File: src/rtl/pipe_arb_pkg.sv
// pipe_arb_pkg
//   Shared types and helpers for pipe_arbiter.
//   - pipe_arb_tag_t : one stage of the tag pipeline {valid, requester id}.
//   - rr_pick        : index of the first set request bit at or after a
//                      start index, wrapping; -1 when no bit is set.
//   PIPE_ARB_MAX_REQ bounds the number of requesters the tag id field and
//   rr_pick can describe.
package pipe_arb_pkg;

  localparam int PIPE_ARB_MAX_REQ = 64;
  localparam int PIPE_ARB_ID_W    = $clog2(PIPE_ARB_MAX_REQ);

  typedef struct packed {
    logic                     valid;
    logic [PIPE_ARB_ID_W-1:0] id;
  } pipe_arb_tag_t;

  // Walk the candidates from the farthest to the nearest, so the last hit
  // written is the one closest to the start index.
  function automatic int rr_pick(input logic [PIPE_ARB_MAX_REQ-1:0] req,
                                 input int n,
                                 input int start);
    int idx;
    rr_pick = -1;
    for (int i = PIPE_ARB_MAX_REQ - 1; i >= 0; i--) begin
      if (i < n) begin
        idx = start + i;
        if (idx >= n) idx = idx - n;
        if (req[idx]) rr_pick = idx;
      end
    end
  endfunction

endpackage

File: src/rtl/rr_grant.sv
// rr_grant
//   Picks at most one requester per cycle.
//   Build option PIPE_ARBITER_RR_EN:
//     defined   - round robin; a pointer register remembers where the next
//                 search starts and moves past the winner on each transfer.
//     undefined - fixed priority, lowest valid index wins, no pointer.
//   Ports:
//     clk, rst     clock and asynchronous active-low reset
//     en           high when the granted request is actually transferred
//     req          per-requester request valid
//     grant        one-hot-or-zero winner
//     grant_valid  a winner exists
module rr_grant
  import pipe_arb_pkg::*;
#(
  parameter int N_REQ = 4
) (
  input  logic             clk,
  input  logic             rst,
  input  logic             en,
  input  logic [N_REQ-1:0] req,
  output logic [N_REQ-1:0] grant,
  output logic             grant_valid
);

  int pick;

`ifdef PIPE_ARBITER_RR_EN
  localparam int PW = $clog2(N_REQ);

  logic [PW-1:0] ptr_q;
  logic [PW-1:0] ptr_d;

  always_comb begin
    pick = rr_pick(PIPE_ARB_MAX_REQ'(req), N_REQ, int'(ptr_q));
  end

  // Pointer moves just past the winner, wrapping from the last index to 0.
  always_comb begin
    ptr_d = ptr_q;
    if (en && grant_valid) begin
      ptr_d = (pick == N_REQ - 1) ? '0 : PW'(pick + 1);
    end
  end

  always_ff @(posedge clk or negedge rst) begin
    if (!rst) ptr_q <= '0;
    else      ptr_q <= ptr_d;
  end
`else
  logic unused_fixed;
  assign unused_fixed = ^{clk, rst, en};

  always_comb begin
    pick = rr_pick(PIPE_ARB_MAX_REQ'(req), N_REQ, 0);
  end
`endif

  always_comb begin
    grant_valid = (pick >= 0);
    for (int k = 0; k < N_REQ; k++) begin
      grant[k] = (pick == k);
    end
  end

endmodule

File: src/rtl/pipe_arbiter.sv
// pipe_arbiter
//   Shares one fixed-latency pipelined unit between N_REQ requesters. A tag
//   pipeline {valid, id} runs in lockstep with the unit so each result is
//   steered back to the requester that issued it. The arbiter owns the unit
//   enable: everything stalls while the head result is not accepted.
//   Build option PIPE_ARBITER_RR_EN selects round robin (defined) or fixed
//   lowest-index priority (undefined).
//   Ports:
//     clk, rst             clock, asynchronous active-low reset
//     req_valid/req_ready  per-requester request handshake
//     req_data             operands, requester k at [k*WIDTH +: WIDTH]
//     unit_en/unit_in      enable and operand for the shared unit
//     unit_out             result from the shared unit
//     rsp_valid/rsp_ready  per-requester response handshake
//     rsp_data             result, shared by all requesters
module pipe_arbiter
  import pipe_arb_pkg::*;
#(
  parameter int N_REQ   = 4,
  parameter int WIDTH   = 8,
  parameter int LATENCY = 3
) (
  input  logic                   clk,
  input  logic                   rst,
  input  logic [N_REQ-1:0]       req_valid,
  input  logic [N_REQ*WIDTH-1:0] req_data,
  output logic [N_REQ-1:0]       req_ready,
  output logic                   unit_en,
  output logic [WIDTH-1:0]       unit_in,
  input  logic [WIDTH-1:0]       unit_out,
  output logic [N_REQ-1:0]       rsp_valid,
  input  logic [N_REQ-1:0]       rsp_ready,
  output logic [WIDTH-1:0]       rsp_data
);

  localparam int IDW = $clog2(N_REQ);

  logic [N_REQ-1:0] grant;
  logic             grant_valid;
  logic [IDW-1:0]   grant_id;

  pipe_arb_tag_t tag_q [LATENCY];
  pipe_arb_tag_t tag_d [LATENCY];
  pipe_arb_tag_t head;

  rr_grant #(
    .N_REQ (N_REQ)
  ) u_rr_grant (
    .clk         (clk),
    .rst         (rst),
    .en          (unit_en),
    .req         (req_valid),
    .grant       (grant),
    .grant_valid (grant_valid)
  );

  // Encode the one-hot grant and steer the winner's operand into the unit.
  always_comb begin
    grant_id = '0;
    unit_in  = '0;
    for (int k = 0; k < N_REQ; k++) begin
      if (grant[k]) begin
        grant_id = IDW'(k);
        unit_in  = req_data[k*WIDTH +: WIDTH];
      end
    end
  end

  assign head = tag_q[LATENCY-1];

  // Decoding the head id per requester keeps rsp_valid one-hot and lets the
  // stall test reuse it instead of indexing rsp_ready by id.
  always_comb begin
    rsp_valid = '0;
    for (int k = 0; k < N_REQ; k++) begin
      rsp_valid[k] = head.valid && (head.id == PIPE_ARB_ID_W'(k));
    end
  end

  assign unit_en   = ~|(rsp_valid & ~rsp_ready);
  assign req_ready = grant & {N_REQ{unit_en & rst}};
  assign rsp_data  = unit_out;

  always_comb begin
    tag_d[0].valid = grant_valid;
    tag_d[0].id    = PIPE_ARB_ID_W'(grant_id);
    for (int s = 1; s < LATENCY; s++) begin
      tag_d[s] = tag_q[s-1];
    end
  end

  // Reset drops every in-flight tag so no stale result is ever presented.
  always_ff @(posedge clk or negedge rst) begin
    if (!rst) begin
      for (int s = 0; s < LATENCY; s++) tag_q[s] <= '0;
    end else if (unit_en) begin
      tag_q <= tag_d;
    end
  end

endmodule

File: config.mk
export PLATFORM = sky130hd
export DESIGN_NAME = pipe_arbiter
export DESIGN_NICKNAME = d
export VERILOG_FILES = /design/src/rtl/pipe_arb_pkg.sv /design/src/rtl/rr_grant.sv /design/src/rtl/pipe_arbiter.sv
export SDC_FILE = /design/constraint.sdc
export NUM_CORES = 1
export LEC_CHECK = 0
export ABC_AREA = 1
export BUFFER_PORTS_ARGS = -buffer_cell sky130_fd_sc_hd__buf_2
export CAP_MARGIN = 15
export CORE_MARGIN = 10
export CORE_UTILIZATION = 35
export CTS_BUF_LIST = sky130_fd_sc_hd__clkbuf_4 sky130_fd_sc_hd__clkbuf_8
export CTS_CLUSTER_SIZE = 25
export DETAILED_ROUTE_END_ITERATION = 8
export GPL_TIMING_DRIVEN = 0
export PLACE_DENSITY_LB_ADDON = 0.05
export SKIP_CTS_REPAIR_TIMING = 1
export SLEW_MARGIN = 20
export SYNTH_ARGS = -nofsm -noshare
export SYNTH_HDL_FRONTEND = slang
export SYNTH_HIERARCHICAL = 1
export SYNTH_SLANG_ARGS = --single-unit
File: constraint.sdc
create_clock -name clk -period 1.47 [get_ports clk]
set_clock_uncertainty 0.1 [all_clocks]
set_input_delay 0.147 -clock clk [delete_from_list [all_inputs] [get_ports clk]]
set_output_delay 0.147 -clock clk [all_outputs]
set_load 0.02 [all_outputs]
Word level (Yosys, flattened, before mapping)

Index checks and enable logic that the tools add are counted.

$lt $le $gt $ge: 1
Eq/ne operators: 6
Mux-type cells: 11
Bitwise logic cells: 4
Reduce and logical (&&, ||, !) cells: 8

Operator list:

| operator              | number |
|---|---|
| $mux W32              | 4 |
| $eq A32 B3 Y1 const B | 2 |
| $eq A32 B2 Y1 const B | 1 |
| $ge A32 B1 Y1 const B | 1 |
| $logic_not A32 Y1     | 1 |
| $mux W8               | 4 |
| $and A4 B4 Y4         | 2 |
| $logic_not A6 Y1      | 1 |
| $eq A2 B2 Y1 const B  | 2 |
| $logic_and A1 B1 Y1   | 4 |
| $mux W2               | 2 |
| $not A4 Y4            | 1 |
| $reduce_or A4 Y1      | 1 |
| $eq A2 B1 Y1 const B  | 1 |
| $and A1 B1 Y1         | 1 |
| $logic_not A1 Y1      | 1 |
| $mux W1               | 1 |

Bits in registers: 9
Input bits: 50
Word-level logic and storage cells: 36

Logic depth before layout (Yosys ltp)

Word-level depth: 9
Gate-level depth with buffers: 9
Gate-level depth less buffers: 8

Modules after synthesis

Netlist, hierarchy kept.

Modules (own cells, without submodules):

| module       | instances | cells an instance | area each (um^2) | seq. area each (um^2) |
|---|---|---|---|---|
| pipe_arbiter | 1         | 127               | 837.1            | 225.2 |
| rr_grant     | 1         | 12                | 46.3             | 0.0 |

Least setup slack after synthesis

OpenSTA, ideal clock, no wires.

Path type: reg2out
Start: register tag_q (netlist bit head[0])
End: output req_ready[0]
Arrival: 1.174 ns
Data required time: 1.223 ns
Path slack: 0.049 ns
Cell stages (with the launch flop): 6
Buffers on the path: 0
Cell sequence: dfrtp_1 nand3_1 nor2_2 nor2_4 nand3_4 nor2_2

Cells in the longest elaborated chain, start to end: 7

RTL lines:

| what                                     | line               | source |
|---|---|---|
| start: declaration                       | pipe_arbiter.sv:42 | `pipe_arb_tag_t tag_q [LATENCY];` |
| start signal: assignment                 | pipe_arbiter.sv:97 | `tag_q <= tag_d;` |
| $logic_not A6 Y1 (tied with other cells) | pipe_arbiter.sv:76 | `rsp_valid[k] = head.valid && (head.id == PIPE_ARB_ID_W'(k));` |
| $logic_and A1 B1 Y1                      | pipe_arbiter.sv:76 |  |
| $and A4 B4 Y4 (*)                        | pipe_arbiter.sv:80 | `assign unit_en = ~\|(rsp_valid & ~rsp_ready);` |
| $reduce_or A4 Y1 (*)                     | pipe_arbiter.sv:80 |  |
| $logic_not A1 Y1 (*)                     | pipe_arbiter.sv:80 |  |
| $and A1 B1 Y1 (*)                        | pipe_arbiter.sv:81 | `assign req_ready = grant & {N_REQ{unit_en & rst}};` |
| $and A4 B4 Y4 (*)                        | pipe_arbiter.sv:81 |  |
| end: declaration                         | pipe_arbiter.sv:27 | `output logic [N_REQ-1:0] req_ready,` |

Mark *: on every way between the ends. The rest lies on a longest branch, timed or not.

Final worst setup path

Start: register tag_q (netlist bit head[1])
End: output req_ready[0]

The elaborated chain is that of the path after synthesis.

==> impl_metrics.py <==
metrics = {
    "global_routing": {
        "grt_pass1_wl_mm": 5.030,
        "grt_max_degree": 11,
        "antenna_found_initial": 0,
        "grt_pass1_vias": 1192,
        "grt_usage_pct": 11.52,
        "grt_overflow": 0,
    },
    "worst_setup_path": {
        "end_kind": "primary output",
        "reg2reg_slack_ns": -0.01,
        "worstPathCellList": "nor2_2 > nand2_2 > nor2_2 > nor2_4 > nand3_4 > nor2_2 > buf_6",
        "max_stage_delay_ns": 0.42,
        "timing.critical_path.mode_cell": "nor2_2",
        "r2r_start": "head[0]",
        "critPathLaunchType": "flop",
        "critical_path_class": "reg -> out",
        "slowest_stage": "dfrtp_1",
        "cp.required_ns": 1.22,
        "r2r_cells": 8,
        "arrival_ns": 1.49,
        "cp_max_fo": 6,
        "r2r_end": "tag_d[13]",
    },
    "synth": {
        "synth_fa_ha_area_share_pct": 0,
        "async_reset_ff_share_pct": 100.0,
        "synthCells": 139,
        "synth_cell_types": 19,
        "synth_flop_cell": "dfrtp_1",
        "ys_warn_count": 6,
        "synth_edf_count": 0,
        "synth_area_sq_um": 883.3,
        "yosysSeqAreaShare_pct": 25.50,
        "ys_ff_latch": 9,
        "synth-simple-area-share_pct": 50.42,
        "synthXorXnorAreaFrac_pct": 0,
        "synth_top_family_by_area": "simple AND/OR/NAND/NOR gates",
        "muxShareOfSynthArea_pct": 0,
        "avgSynthCellArea_sq_um": 6.355,
        "synth_compound_area_share_pct": 8.499,
        "synth_fp_nets": 189,
    },
    "routing": {
        "drt_wl_total_mm": 3.229,
        "drt_iter0_markers": 33,
        "drc": 0,
        "dr_total_vias": 1148,
        "first_pass_iters": 4,
        "avgRoutedWirePerCell_microns": 12.92,
        "final_antenna_net_count": 0,
        "via_per_inst": 4.592,
    },
    "power_and_ir_drop": {
        "powerDensity_nw_per_um2": 1082,
        "vdd_ir_drop_max_v": 0.0008070,
        "p_leak_nw": 0.8819,
    },
    "job": {
        "maxCapViolations": 0,
    },
    "timing": {
        "finalSetupViolCount": 7,
        "slew_viol_final": 0,
        "rsz0062_at_grt": "yes",
        "worst_slew_margin_rel_pct": 73.12,
        "hold_ws_ns": 0.1103,
        "worst_slew_pin_slew_ns": 0.4019,
        "fin_crit_ns": 1.740,
        "hold_violations": 0,
        "setup_ws_ns": -0.2703,
        "fmax_ghz": 0.5746,
        "tns_ns": -1.288,
        "fin_crit_sh_pct": 118.4,
    },
    "layout": {
        "num_antenna_cells": 0,
        "drive_gt1_share_pct": 60.91,
        "area_growth_pct": 75.92,
        "finalNonFillerCells": 250,
        "nNetsFinal": 271,
    },
    "cts": {
        "cts.clk_slew.worst_paths_ns": 0.06,
        "cts_max_level": 1,
        "clk_latency_ns": 0.26,
        "numClockSinks": 9,
        "clockBufferDepth": 2,
        "cts_root_buf": "clkbuf_4",
        "numCtsBuffers": 3,
        "cts_tree": "yes",
    },
    "placed_design": {
        "dp_cells": 235,
        "dp_hpwl_mm": 2.551,
        "place.gp.congestion": 0.7813,
        "portBuffers": 66,
    },
    "min_path": {
        "hold_start": "req_valid[2]",
        "min_path_cells": 5,
        "hold_class": "in -> reg",
        "hold_path_end": "tag_d[13]",
    },
    "floorplan": {
        "initial_utilization_pct": 36.32,
        "dieArea_sq_um": 4933,
        "die_w_microns": 70.24,
        "die_y_microns": 70.24,
        "core_area_sq_um": 2432,
        "io_pins": 75,
        "rows": 18,
    },
    "outcome": {
        "status": "complete, but fails checks",
        "violations": "setup timing",
    },
}
==> worst max-delay path: cells and delay by family (launching register included) <==
kind	cells	cell delay, ns
DFF	1	0.42
buffers and inverters	1	0.13
and+or+nand+nor	6	0.69
==> synthesized netlist by cell type (3+ instances only) <==
master / n / area share, %
nor2_1: 6 / 2.5
nand3_1: 17 / 9.6
nand2_1: 52 / 22
a22oi_1: 8 / 6.8
buf_2: 4 / 2.3
inv_1: 11 / 4.7
nor2_4: 3 / 3.8
buf_4: 8 / 6.8
o21ai_0: 3 / 1.7
nor2_2: 8 / 5.7
dfrtp_1: 9 / 25
==> logic make-up after synthesis <==
kind of cell	count (synthesis)
compound gates	11
buf+inv	27
flops	9
simple gates	92
==> layer usage <==
metal  global-route usage, %  up-vias  part of all wire, %
li1                        -      591                    -
met2                   18.66       51                   49
met1                   12.97      500                   39
met4                   4.605        0                  2.5
met5                       0        -                    0
met3                   4.802        6                  9.4
==> placed cells by master (no fill, tap or decap), drive strengths merged <==
cell,synthesis,final
o21ai,3,3
nand2,55,55
nand3,18,18
inv,13,14
dlygate4sd3,0,1
nor3,1,1
clkbuf,1,5
a22oi,8,8
nor2,17,17
dfrtp,9,9
buf,12,88
nand3b,1,1
==> registers in the layout, indices dropped and copies added (netlist names) <==
signal  count
head        3
tag_d       6
==> worst max path at each step <==
| stage | from | end | slack [ns] |
|---|---|---|---|
| 2_1_floorplan | head[0] | req_ready[0] | 0.05 |
| 3_3_place_gp | req_valid[0] | unit_in[2] | -0.14 |
| 3_5_place_dp | req_valid[0] | unit_in[7] | -0.18 |
| 4_1_cts | head[0] | req_ready[1] | -0.41 |
| 5_1_grt | head[0] | req_ready[0] | -0.38 |
| 6_report | head[1] | req_ready[0] | -0.27 |
==> area by class of cell <==
type	instances	area, sq um
sequential	9	227.7
inverter	14	67.56
timing repair buffer	77	498.0
multi-input combinational	103	598.1
tap	30	37.54
fill	245	878.3
buffer	13	95.09
clock buffer	4	30.03
==> report_power, final <==
group | total [mW] | switching, mW | leakage, nW | internal (mW)
Sequential | 0.450 | 0.0945 | 0.109 | 0.356
Combinational | 1.02 | 0.582 | 0.755 | 0.441
Clock | 0.207 | 0.0842 | 0.0184 | 0.123
==> per-stage QoR <==
step / power, mW / utilization, % / instance area, sq um / setup slack (ns)
after floorplan: 1.022 / - / 883.3 / 0.04885
after global placement: 1.263 / 51.44 / 1251 / -0.1449
after detailed placement: 1.283 / 51.44 / 1251 / -0.1814
after CTS: 1.489 / 52.67 / 1281 / -0.4119
after global routing: 1.824 / 63.89 / 1554 / -0.3806
final: 1.681 / 63.89 / 1554 / -0.2703
(Power assumes the default switching activity.)
